==> src/rtl/lsp_expand_gen_if.sv <==
// Scratch-memory bus shared by the LSP expansion engine (master) and the
// word-addressed scratch RAM (slave). Read data arrives one cycle after the
// read address is presented.
interface lsp_expand_gen_if #(
    parameter int ADDR_W = 12
);
    logic [ADDR_W-1:0] readAddr;
    logic [31:0]       memIn;
    logic [ADDR_W-1:0] writeAddr;
    logic [31:0]       memOut;
    logic              memWriteEn;

    modport master (
        output readAddr,
        input  memIn,
        output writeAddr,
        output memOut,
        output memWriteEn
    );

    modport slave (
        input  readAddr,
        output memIn,
        input  writeAddr,
        input  memOut,
        input  memWriteEn
    );
endinterface

==> src/rtl/lsp_expand_gen.sv <==
// LSP minimum-distance expansion (G.729 Lsp_expand_1_2 style).
// Walks j = lo..hi over an LSP buffer in scratch memory. It pushes
// buf[j-1] and buf[j] apart by tmp = (sub(buf[j-1], buf[j]) + gap) >> 1
// whenever tmp is positive. The updated buf[j] is carried into the next
// iteration in a register, so only buf[lo-1] and each buf[j] are read.
module lsp_expand_gen #(
    parameter int          ORDER     = 10,
    parameter int          ADDR_W    = 12,
    parameter int          IDX_W     = 4,
    // Default word address of the relspwed LSP buffer, buf[0].
    parameter int unsigned BASE_ADDR = 'h100
) (
    input  logic                    clk,
    input  logic                    reset,
    input  logic                    start,
    input  logic [IDX_W-1:0]        loIdx,
    input  logic [IDX_W-1:0]        hiIdx,
    input  logic signed [15:0]      gap,
    lsp_expand_gen_if.master        mem,
    output logic                    done,
    output logic [IDX_W-1:0]        modCount
);

    typedef enum logic [3:0] {
        IDLE, RD_PREV, RD_CUR, LATCH, CALC, WR_PREV, WR_CUR, NEXT, DONE
    } state_t;

    localparam logic [ADDR_W-1:0] BASE   = ADDR_W'(BASE_ADDR);
    localparam logic [IDX_W-1:0]  MAXIDX = IDX_W'(ORDER - 1);

    state_t             state, nextState;
    logic [IDX_W-1:0]   loReg, hiReg, j, jm1;
    logic [IDX_W-1:0]   loEff, hiEff;
    logic signed [15:0] gapReg, prevVal, curVal;
    logic signed [15:0] diffVal, sumVal, tmpVal;
    logic               tmpPos;

    // Saturate a 17-bit signed result into the 16-bit range.
    function automatic logic signed [15:0] sat16(input logic [16:0] v);
        if (v[16] != v[15]) begin
            return v[16] ? 16'sh8000 : 16'sh7FFF;
        end
        return v[15:0];
    endfunction

    function automatic logic signed [15:0] addSat(input logic signed [15:0] a,
                                                  input logic signed [15:0] b);
        return sat16({a[15], a} + {b[15], b});
    endfunction

    function automatic logic signed [15:0] subSat(input logic signed [15:0] a,
                                                  input logic signed [15:0] b);
        return sat16({a[15], a} - {b[15], b});
    endfunction

    // Clamp the requested range to 1..ORDER-1 and compute the expansion step.
    always_comb begin
        loEff   = (loIdx == '0) ? IDX_W'(1) : loIdx;
        hiEff   = (hiIdx > MAXIDX) ? MAXIDX : hiIdx;
        jm1     = j - IDX_W'(1);
        diffVal = subSat(prevVal, curVal);
        sumVal  = addSat(diffVal, gapReg);
        tmpVal  = sumVal >>> 1;
        tmpPos  = !tmpVal[15] && (tmpVal != 16'sd0);
    end

    // State register.
    always_ff @(posedge clk or posedge reset) begin
        if (reset) begin
            state <= IDLE;
        end else begin
            state <= nextState;
        end
    end

    // Datapath registers: captured range, carried buffer values and modCount.
    always_ff @(posedge clk or posedge reset) begin
        if (reset) begin
            loReg    <= '0;
            hiReg    <= '0;
            j        <= '0;
            gapReg   <= '0;
            prevVal  <= '0;
            curVal   <= '0;
            modCount <= '0;
        end else begin
            case (state)
                IDLE: begin
                    if (start) begin
                        loReg    <= loEff;
                        hiReg    <= hiEff;
                        j        <= loEff;
                        gapReg   <= gap;
                        modCount <= '0;
                    end
                end
                RD_CUR: begin
                    if (j == loReg) begin
                        prevVal <= mem.memIn[15:0];
                    end
                end
                LATCH: curVal <= mem.memIn[15:0];
                CALC: begin
                    if (tmpPos) begin
                        prevVal <= subSat(prevVal, tmpVal);
                        curVal  <= addSat(curVal, tmpVal);
                    end
                end
                WR_CUR: modCount <= modCount + IDX_W'(1);
                NEXT: begin
                    if (j != hiReg) begin
                        j       <= j + IDX_W'(1);
                        prevVal <= curVal;
                    end
                end
                default: ;
            endcase
        end
    end

    // Next-state logic and state-decoded memory/handshake outputs.
    always_comb begin
        nextState      = state;
        mem.readAddr   = '0;
        mem.writeAddr  = '0;
        mem.memOut     = '0;
        mem.memWriteEn = 1'b0;
        done           = 1'b0;
        case (state)
            IDLE: begin
                if (start) begin
                    nextState = (loEff > hiEff) ? DONE : RD_PREV;
                end
            end
            RD_PREV: begin
                mem.readAddr = BASE + ADDR_W'(jm1);
                nextState    = RD_CUR;
            end
            RD_CUR: begin
                mem.readAddr = BASE + ADDR_W'(j);
                nextState    = LATCH;
            end
            LATCH:   nextState = CALC;
            CALC:    nextState = tmpPos ? WR_PREV : NEXT;
            WR_PREV: begin
                mem.writeAddr  = BASE + ADDR_W'(jm1);
                mem.memOut     = {{16{prevVal[15]}}, prevVal};
                mem.memWriteEn = 1'b1;
                nextState      = WR_CUR;
            end
            WR_CUR: begin
                mem.writeAddr  = BASE + ADDR_W'(j);
                mem.memOut     = {{16{curVal[15]}}, curVal};
                mem.memWriteEn = 1'b1;
                nextState      = NEXT;
            end
            NEXT:    nextState = (j == hiReg) ? DONE : RD_CUR;
            DONE: begin
                done      = 1'b1;
                nextState = IDLE;
            end
            default: nextState = IDLE;
        endcase
    end

endmodule

==> src/flat_wrapper.sv <==
// flat-port wrapper written by rule: the top's interface ports become plain ports
module lsp_expand_gen_flat 
#(
    parameter int          ORDER     = 10,
    parameter int          ADDR_W    = 12,
    parameter int          IDX_W     = 4,
                                                               
    parameter int unsigned BASE_ADDR = 'h100
)
  (clk, reset, start, loIdx, hiIdx, gap, done, modCount, mem_readAddr, mem_memIn, mem_writeAddr, mem_memOut, mem_memWriteEn);
  lsp_expand_gen_if #(.ADDR_W(ADDR_W)) mem_i ();
  input  logic clk;
  input  logic reset;
  input  logic start;
  input  logic [IDX_W-1:0] loIdx;
  input  logic [IDX_W-1:0] hiIdx;
  input  logic signed [15:0] gap;
  output logic done;
  output logic [IDX_W-1:0] modCount;
  output wire logic [$bits(mem_i.readAddr)-1:0] mem_readAddr;
  input wire logic [$bits(mem_i.memIn)-1:0] mem_memIn;
  output wire logic [$bits(mem_i.writeAddr)-1:0] mem_writeAddr;
  output wire logic [$bits(mem_i.memOut)-1:0] mem_memOut;
  output wire logic [$bits(mem_i.memWriteEn)-1:0] mem_memWriteEn;
  assign mem_readAddr = mem_i.readAddr;
  assign mem_i.memIn = mem_memIn;
  assign mem_writeAddr = mem_i.writeAddr;
  assign mem_memOut = mem_i.memOut;
  assign mem_memWriteEn = mem_i.memWriteEn;
  lsp_expand_gen #(.ORDER(ORDER), .ADDR_W(ADDR_W), .IDX_W(IDX_W), .BASE_ADDR(BASE_ADDR)) u_core (.clk(clk), .reset(reset), .start(start), .loIdx(loIdx), .hiIdx(hiIdx), .gap(gap), .mem(mem_i), .done(done), .modCount(modCount));
endmodule
==> config.mk <==
export PLATFORM = sky130hd
export DESIGN_NAME = lsp_expand_gen_flat
export DESIGN_NICKNAME = d
export VERILOG_FILES = /design/src/rtl/lsp_expand_gen_if.sv /design/src/rtl/lsp_expand_gen.sv /design/src/flat_wrapper.sv
export SDC_FILE = /design/constraint.sdc
export NUM_CORES = 1
export LEC_CHECK = 0
export ABC_AREA = 1
export CAP_MARGIN = 20
export CORE_MARGIN = 2
export CORE_UTILIZATION = 60
export CTS_CLUSTER_DIAMETER = 100
export CTS_CLUSTER_SIZE = 24
export DETAILED_ROUTE_END_ITERATION = 8
export PLACE_DENSITY = 0.9
export RECOVER_POWER = 50
export SKIP_CTS_REPAIR_TIMING = 1
export SLEW_MARGIN = 20
export SYNTH_ARGS = -nofsm -noshare
export SYNTH_HDL_FRONTEND = slang
export SYNTH_SLANG_ARGS = --single-unit
==> constraint.sdc <==
create_clock -name clk -period 10.8 [get_ports clk]
set_input_delay 3.24 -clock clk [delete_from_list [all_inputs] [get_ports clk]]
set_output_delay 3.24 -clock clk [all_outputs]
set_load 0.02 [all_outputs]
* Yosys cells after proc, flatten, opt, wreduce, memory -nomap -nowiden
Index checks and enable logic that the tools add are counted.
Operators by class: reduce and logical (&&, ||, !) cells 15, add/subtract/negate cells 9, mux-type cells 43, magnitude comparators 2, equality and inequality tests 19
Operators by type and width (number):
- 2-to-1 mux 16 bit | 16
- one-hot mux 32 bit (2 select lines) | 1
- one-hot mux 12 bit (2 select lines) | 2
- one-hot mux 16 bit (3 select lines) | 1
- 2-to-1 mux 4 bit | 8
- one-hot mux 16 bit (2 select lines) | 1
- one-hot mux 4 bit (8 select lines) | 1
- adder 9 x 4 -> 10 bit, first input constant | 2
- adder 16 x 15 -> 17 bit | 1
- adder 16 x 16 -> 17 bit | 1
- subtractor 16 x 15 -> 17 bit | 1
- subtractor 16 x 16 -> 17 bit | 1
- == test 4 x 3 -> 1 bit, second input constant | 4
- one-hot mux 4 bit (2 select lines) | 2
- nonzero test 16 bit | 1
- 2-to-1 mux 1 bit | 10
- adder 4 x 1 -> 4 bit, second input constant | 2
- == test 4 x 2 -> 1 bit, second input constant | 2
- == test 4 bit | 2
- zero test 4 bit | 2
- inequality test 2 x 1 -> 1 bit, second input constant | 3
- AND reduction 2 bit | 3
- nonzero test 2 bit | 3
- == test 4 x 1 -> 1 bit, second input constant | 1
- other kinds (14) | 17
Storage, ports and cells: input bits 59, output and inout bits 62, register bits 68, word-level logic and storage cells 96

* Longest topological paths before layout
depth in word-level cells 16, gate-level depth with buffers 54, mapped depth without buffers 51

* Worst setup path after synthesis
OpenSTA, ideal clock, no wires.
kind reg2reg, start reg u_core.curVal[2], end reg u_core.prevVal[2], library setup time 0.066 ns, arrival 7.236 ns, stages on the path, launching flop included 48, period minus slack after synthesis 7.302 ns, buffers on the path 3, required time 10.734 ns, path slack 3.498 ns, cells stage by stage dfrtp_1 inv_1 ha_1 a21o_1 a31oi_1 inv_1 a21oi_1 o21bai_1 nand3_1 o2111ai_1 a21oi_1 o21bai_1 xor2_1 inv_1 ha_1 inv_1 clkbuf_1 nand2_1 [12 not listed] clkbuf_4 nand2_1 nand2_1 inv_1 ha_1 fa_1 inv_1 a31oi_1 o21ai_0 a221oi_1 nand2_1 nand2_1 a21oi_1 clkbuf_1 o21ai_0 nand3_1 nand3_1 nand2_1
On the way: cells in the longest elaborated chain, start to end 16, elaborated cells between the ends (all ways) 28, classes of those cells add/sub (3); eq/ne (4); mux (17); reduce/logical (4)
RTL lines:
- from (decl) | RTL line lsp_expand_gen.sv:34 | logic signed [15:0] gapReg, prevVal, curVal;
- from (signal assigned) | RTL line lsp_expand_gen.sv:102 | LATCH: curVal <= mem.memIn[15:0];
- from (signal assigned) | RTL line lsp_expand_gen.sv:106 | curVal <= addSat(curVal, tmpVal);
- subtractor 16 x 16 -> 17 bit | RTL line lsp_expand_gen.sv:53 | return sat16({a[15], a} - {b[15], b});
- 2-to-1 mux 16 bit / inequality test 1 bit (equally long branches) | RTL line lsp_expand_gen.sv:41, lsp_expand_gen.sv:40
- 2-to-1 mux 16 bit / 2-to-1 mux 1 bit (equally long branches) | RTL line lsp_expand_gen.sv:40 | if (v[16] != v[15]) begin
- 2-to-1 mux 16 bit | RTL line lsp_expand_gen.sv:43 | return v[15:0];
- adder 16 x 16 -> 17 bit | RTL line lsp_expand_gen.sv:48 | return sat16({a[15], a} + {b[15], b});
- 2-to-1 mux 16 bit / inequality test 1 bit (equally long branches) | RTL line lsp_expand_gen.sv:41, lsp_expand_gen.sv:40
- 2-to-1 mux 16 bit / 2-to-1 mux 1 bit (equally long branches) | RTL line lsp_expand_gen.sv:40
- 2-to-1 mux 16 bit | RTL line lsp_expand_gen.sv:43
- subtractor 16 x 15 -> 17 bit | RTL line lsp_expand_gen.sv:53
- inequality test 1 bit | RTL line lsp_expand_gen.sv:40
- 2-to-1 mux 1 bit | RTL line lsp_expand_gen.sv:40
- 2-to-1 mux 1 bit | RTL line lsp_expand_gen.sv:104 | if (tmpPos) begin
- 2-to-1 mux 1 bit | RTL line lsp_expand_gen.sv:87 | case (state)
- 2-to-1 mux 16 bit | RTL line lsp_expand_gen.sv:43
- 2-to-1 mux 16 bit | RTL line lsp_expand_gen.sv:104
- one-hot mux 16 bit (3 select lines) | RTL line lsp_expand_gen.sv:87
- to (signal assigned) | RTL line lsp_expand_gen.sv:99 | prevVal <= mem.memIn[15:0];
- to (signal assigned) | RTL line lsp_expand_gen.sv:105 | prevVal <= subSat(prevVal, tmpVal);
- to (signal assigned) | RTL line lsp_expand_gen.sv:113 | prevVal <= curVal;
- to (decl) | RTL line lsp_expand_gen.sv:34
Several ways; a longest one is shown, not always the timed one. The select of a mux whose other input is x is not followed. A chain may end at the register's enable or synchronous reset.

* Worst setup path after layout
start reg u_core.curVal[2], end reg u_core.prevVal[11]
On the way: cells in the longest elaborated chain, start to end 16, elaborated cells between the ends (all ways) 27, classes of those cells add/sub (3); eq/ne (4); mux (16); reduce/logical (4)
RTL lines (RTL line):
- subtractor 16 x 16 -> 17 bit (*) | lsp_expand_gen.sv:53
- 2-to-1 mux 16 bit / inequality test 1 bit (equally long branches) | lsp_expand_gen.sv:41, lsp_expand_gen.sv:40
- 2-to-1 mux 16 bit / 2-to-1 mux 1 bit (equally long branches) | lsp_expand_gen.sv:40
- 2-to-1 mux 16 bit (*) | lsp_expand_gen.sv:43
- adder 16 x 16 -> 17 bit (*) | lsp_expand_gen.sv:48
- 2-to-1 mux 16 bit / inequality test 1 bit (equally long branches) | lsp_expand_gen.sv:41, lsp_expand_gen.sv:40
- 2-to-1 mux 16 bit / 2-to-1 mux 1 bit (equally long branches) | lsp_expand_gen.sv:40
- 2-to-1 mux 16 bit (*) | lsp_expand_gen.sv:43
- subtractor 16 x 15 -> 17 bit | lsp_expand_gen.sv:53
- inequality test 1 bit | lsp_expand_gen.sv:40
- 2-to-1 mux 1 bit | lsp_expand_gen.sv:40
- 2-to-1 mux 1 bit | lsp_expand_gen.sv:104
- 2-to-1 mux 1 bit | lsp_expand_gen.sv:87
- 2-to-1 mux 16 bit | lsp_expand_gen.sv:43
- 2-to-1 mux 16 bit | lsp_expand_gen.sv:104
- one-hot mux 16 bit (3 select lines) | lsp_expand_gen.sv:87
Mark *: on every way between the ends. The rest lies on a longest branch, timed or not. The select of a mux whose other input is x is not followed.

==> impl_metrics.json <==
{
  "crit_top_cell": "inv_1",
  "avgSynthCellArea_um2": 6.72,
  "period_share": 0.845,
  "worstPathMaxFanout": 15,
  "fin_crit_ns": 9.13,
  "initial_core_util": 0.614,
  "fmax_mhz": 110,
  "pin_count": 121,
  "num_vias": 7845,
  "clock_latency_ns": 0.36,
  "mostFrequentLayoutCell": "nand2_1",
  "grt_max_degree": 69,
  "ys_types": 58,
  "cap_violations": 1,
  "critical_path.max_stage_delay_ns": 0.79,
  "drt-vias-per-instance": 5.67,
  "final_cell_mix": "nand2_1, inv_1, nand3_1",
  "seq_area_um2": 1700,
  "synth.area.top_cells": "dfrtp_1, nand2_1, ha_1",
  "nets": 1343,
  "cts-htree-levels": 3,
  "final_max_slew_viol_count": 69,
  "avgRoutedWirePerCell_um": 15.2,
  "hpwl_um": 16400,
  "grt_pass1_vias": 7219,
  "setup_viol": 0,
  "yosys_warnings": 0,
  "synth_largest_area_cell": "dfrtp_1",
  "ys_ff_latch": 68,
  "hold_path.class": "flip-flop to flip-flop",
  "async_flop_share": 1.00,
  "cts.sinks": 68,
  "syn_inst": 1153,
  "tightest_slew_ns": 3.73,
  "yosysTopAreaCellShare": 0.219,
  "ys_seq_area_frac": 0.219,
  "antenna_cells": 0,
  "cp.arrival_ns": 9.41,
  "clock_skew_ns": 0.0110,
  "critPathRequiredTime_ns": 11.09,
  "totalWireLength_um": 21000,
  "finalHoldViolCount": 0,
  "rsz0062_at_grt": "false",
  "violations": "capacitance limit, slew limit",
  "cts-root-buf": "clkbuf_16",
  "fill_cells": 1068,
  "grt_first_pass_wirelength_um": 34900,
  "cts_tree": "yes",
  "start_kind": "flip-flop",
  "synthesis.area_um2": 7750,
  "dieHeight_um": 118,
  "synth_edf_count": 0,
  "clkTransAtPathRegs_ns": 0.06,
  "synth_top_flop_cell": "dfrtp_1",
  "die_area_um2": 13800,
  "ant_nets": 0,
  "fin_ws_ns": 1.67,
  "fp.dieW_um": 118,
  "slew_headroom": -1.49,
  "rows": 41,
  "coreArea_um2": 12600,
  "setup_tns_ns": 0,
  "numCtsBuffers": 9,
  "overflow": 0,
  "dr.pass1.iters": 8,
  "area_growth_pct": 14.0,
  "drive_gt1_frac": 0.0619,
  "antenna_found_initial": 0,
  "gr-usage-all-layers": 0.309,
  "drt_iter0_drc": 798,
  "crit_type": "flip-flop to flip-flop",
  "globalplace.congestion": 0.975,
  "cts_buffer_depth": 2,
  "place_ws_ns": 1.91,
  "slowest_stage": "a21oi_1",
  "multiInputGateArea_um2": 5140,
  "port_buffers": 90,
  "drc": 0,
  "critPathCaptureType": "flip-flop",
  "status": "finished, violations left"
}
==> logic make-up after synthesis <==
| kind of cell | Yosys count | synth area share |
|---|---|---|
| flip-flops | 68 | 0.219 |
| buffers and inverters | 213 | 0.124 |
| AND/OR/NAND/NOR | 519 | 0.306 |
| adder cells (fa/ha/maj) | 78 | 0.130 |
| XOR/XNOR | 52 | 0.0587 |
| other | 1 | 0.000484 |
| AO/OA/AOI/OAI | 222 | 0.162 |
==> stage by stage <==
| step | area, um2 | cells | hold slack (ns) | util |
|---|---|---|---|---|
| floorplan | 7800 | 1166 | 0.453 | - |
| global placement | 8540 | 1367 | 0.464 | 0.677 |
| detailed placement | 8540 | 1367 | 0.476 | 0.677 |
| CTS | 8840 | 1383 | 0.492 | 0.701 |
| global route | 8840 | 1383 | 0.512 | 0.700 |
| finish | 8840 | 1383 | 0.487 | 0.700 |
==> cell usage after synthesis (2+ instances only) <==
library cell  count
nand2_8           2
nor2_1           41
o211ai_1          6
a21oi_1          77
o22ai_1           9
ha_1             74
nor2_4            2
buf_6             2
nor2_2            4
nand3_2           5
o21bai_1          4
o21ai_1           8
a21o_1            3
inv_1           144
o31ai_1           4
a21oi_2           3
nor3_1           12
clkbuf_1         25
dfrtp_1          68
xnor2_1          20
nand2_4           5
o221ai_1          2
a31oi_1           7
o21ai_0          81
nand4_1           2
nand3_1         115
a21boi_0          2
buf_2             2
buf_4            34
nand2_2          24
xor2_1           32
inv_2             2
o21a_1            5
nand3_4           2
nand2_1         295
fa_1              4
clkinv_1          2
or2_2             4
==> path summary, 6_finish.rpt <==
path | startpoint | depth (start not counted) | slack (ns) | to
worst max-delay path | u_core.curVal[2] | 44 | 1.67 | u_core.prevVal[11]
worst min-delay path | u_core.gapReg[13] | 2 | 0.49 | u_core.gapReg[13]
worst max register to register | u_core.curVal[2] | 44 | 1.67 | u_core.prevVal[11]
worst min register to register | u_core.gapReg[13] | 2 | 0.49 | u_core.gapReg[13]
max in group asynchronous | reset | 3 | 3.91 | u_core.prevVal[14]
min in group asynchronous | reset | 3 | 4.78 | u_core.modCount[1]
==> state kept, by name (all words and copies together), names as in the netlist <==
register,count
u_core.curVal,16
u_core.gapReg,16
u_core.prevVal,16
u_core.hiReg,4
u_core.j,4
u_core.loReg,4
u_core.modCount,4
u_core.state,4
==> critical path: cells and delay by family (launching register included) <==
family          cells  cell delay (ns)
compound gates     17             3.83
xor+xnor            2             0.39
fa+ha+maj           6             2.15
buf+inv             8             1.14
flops               1             0.45
simple gates       11             1.09
==> cell type report <==
cell class,instances,area share
multi-input combinational,885,0.581
sequential,68,0.193
timing repair buffer,94,0.105
inverter,148,0.0629
clock buffer,11,0.0275
tap,172,0.0244
clock inverter,5,0.00694
==> routing by layer <==
layer  global-route usage  wire length (um)  vias to the layer above
li1                     -                 -                     3852
met1                0.418              8860                     3592
met2                0.490              9740                      343
met3               0.0567              1700                       58
met4                0.121               689                        0
met5                    0                 0                        -
Power is left out: the tool's default activity adds up to more than one toggle a clock period on the data nets, which glitch-free logic cannot reach.
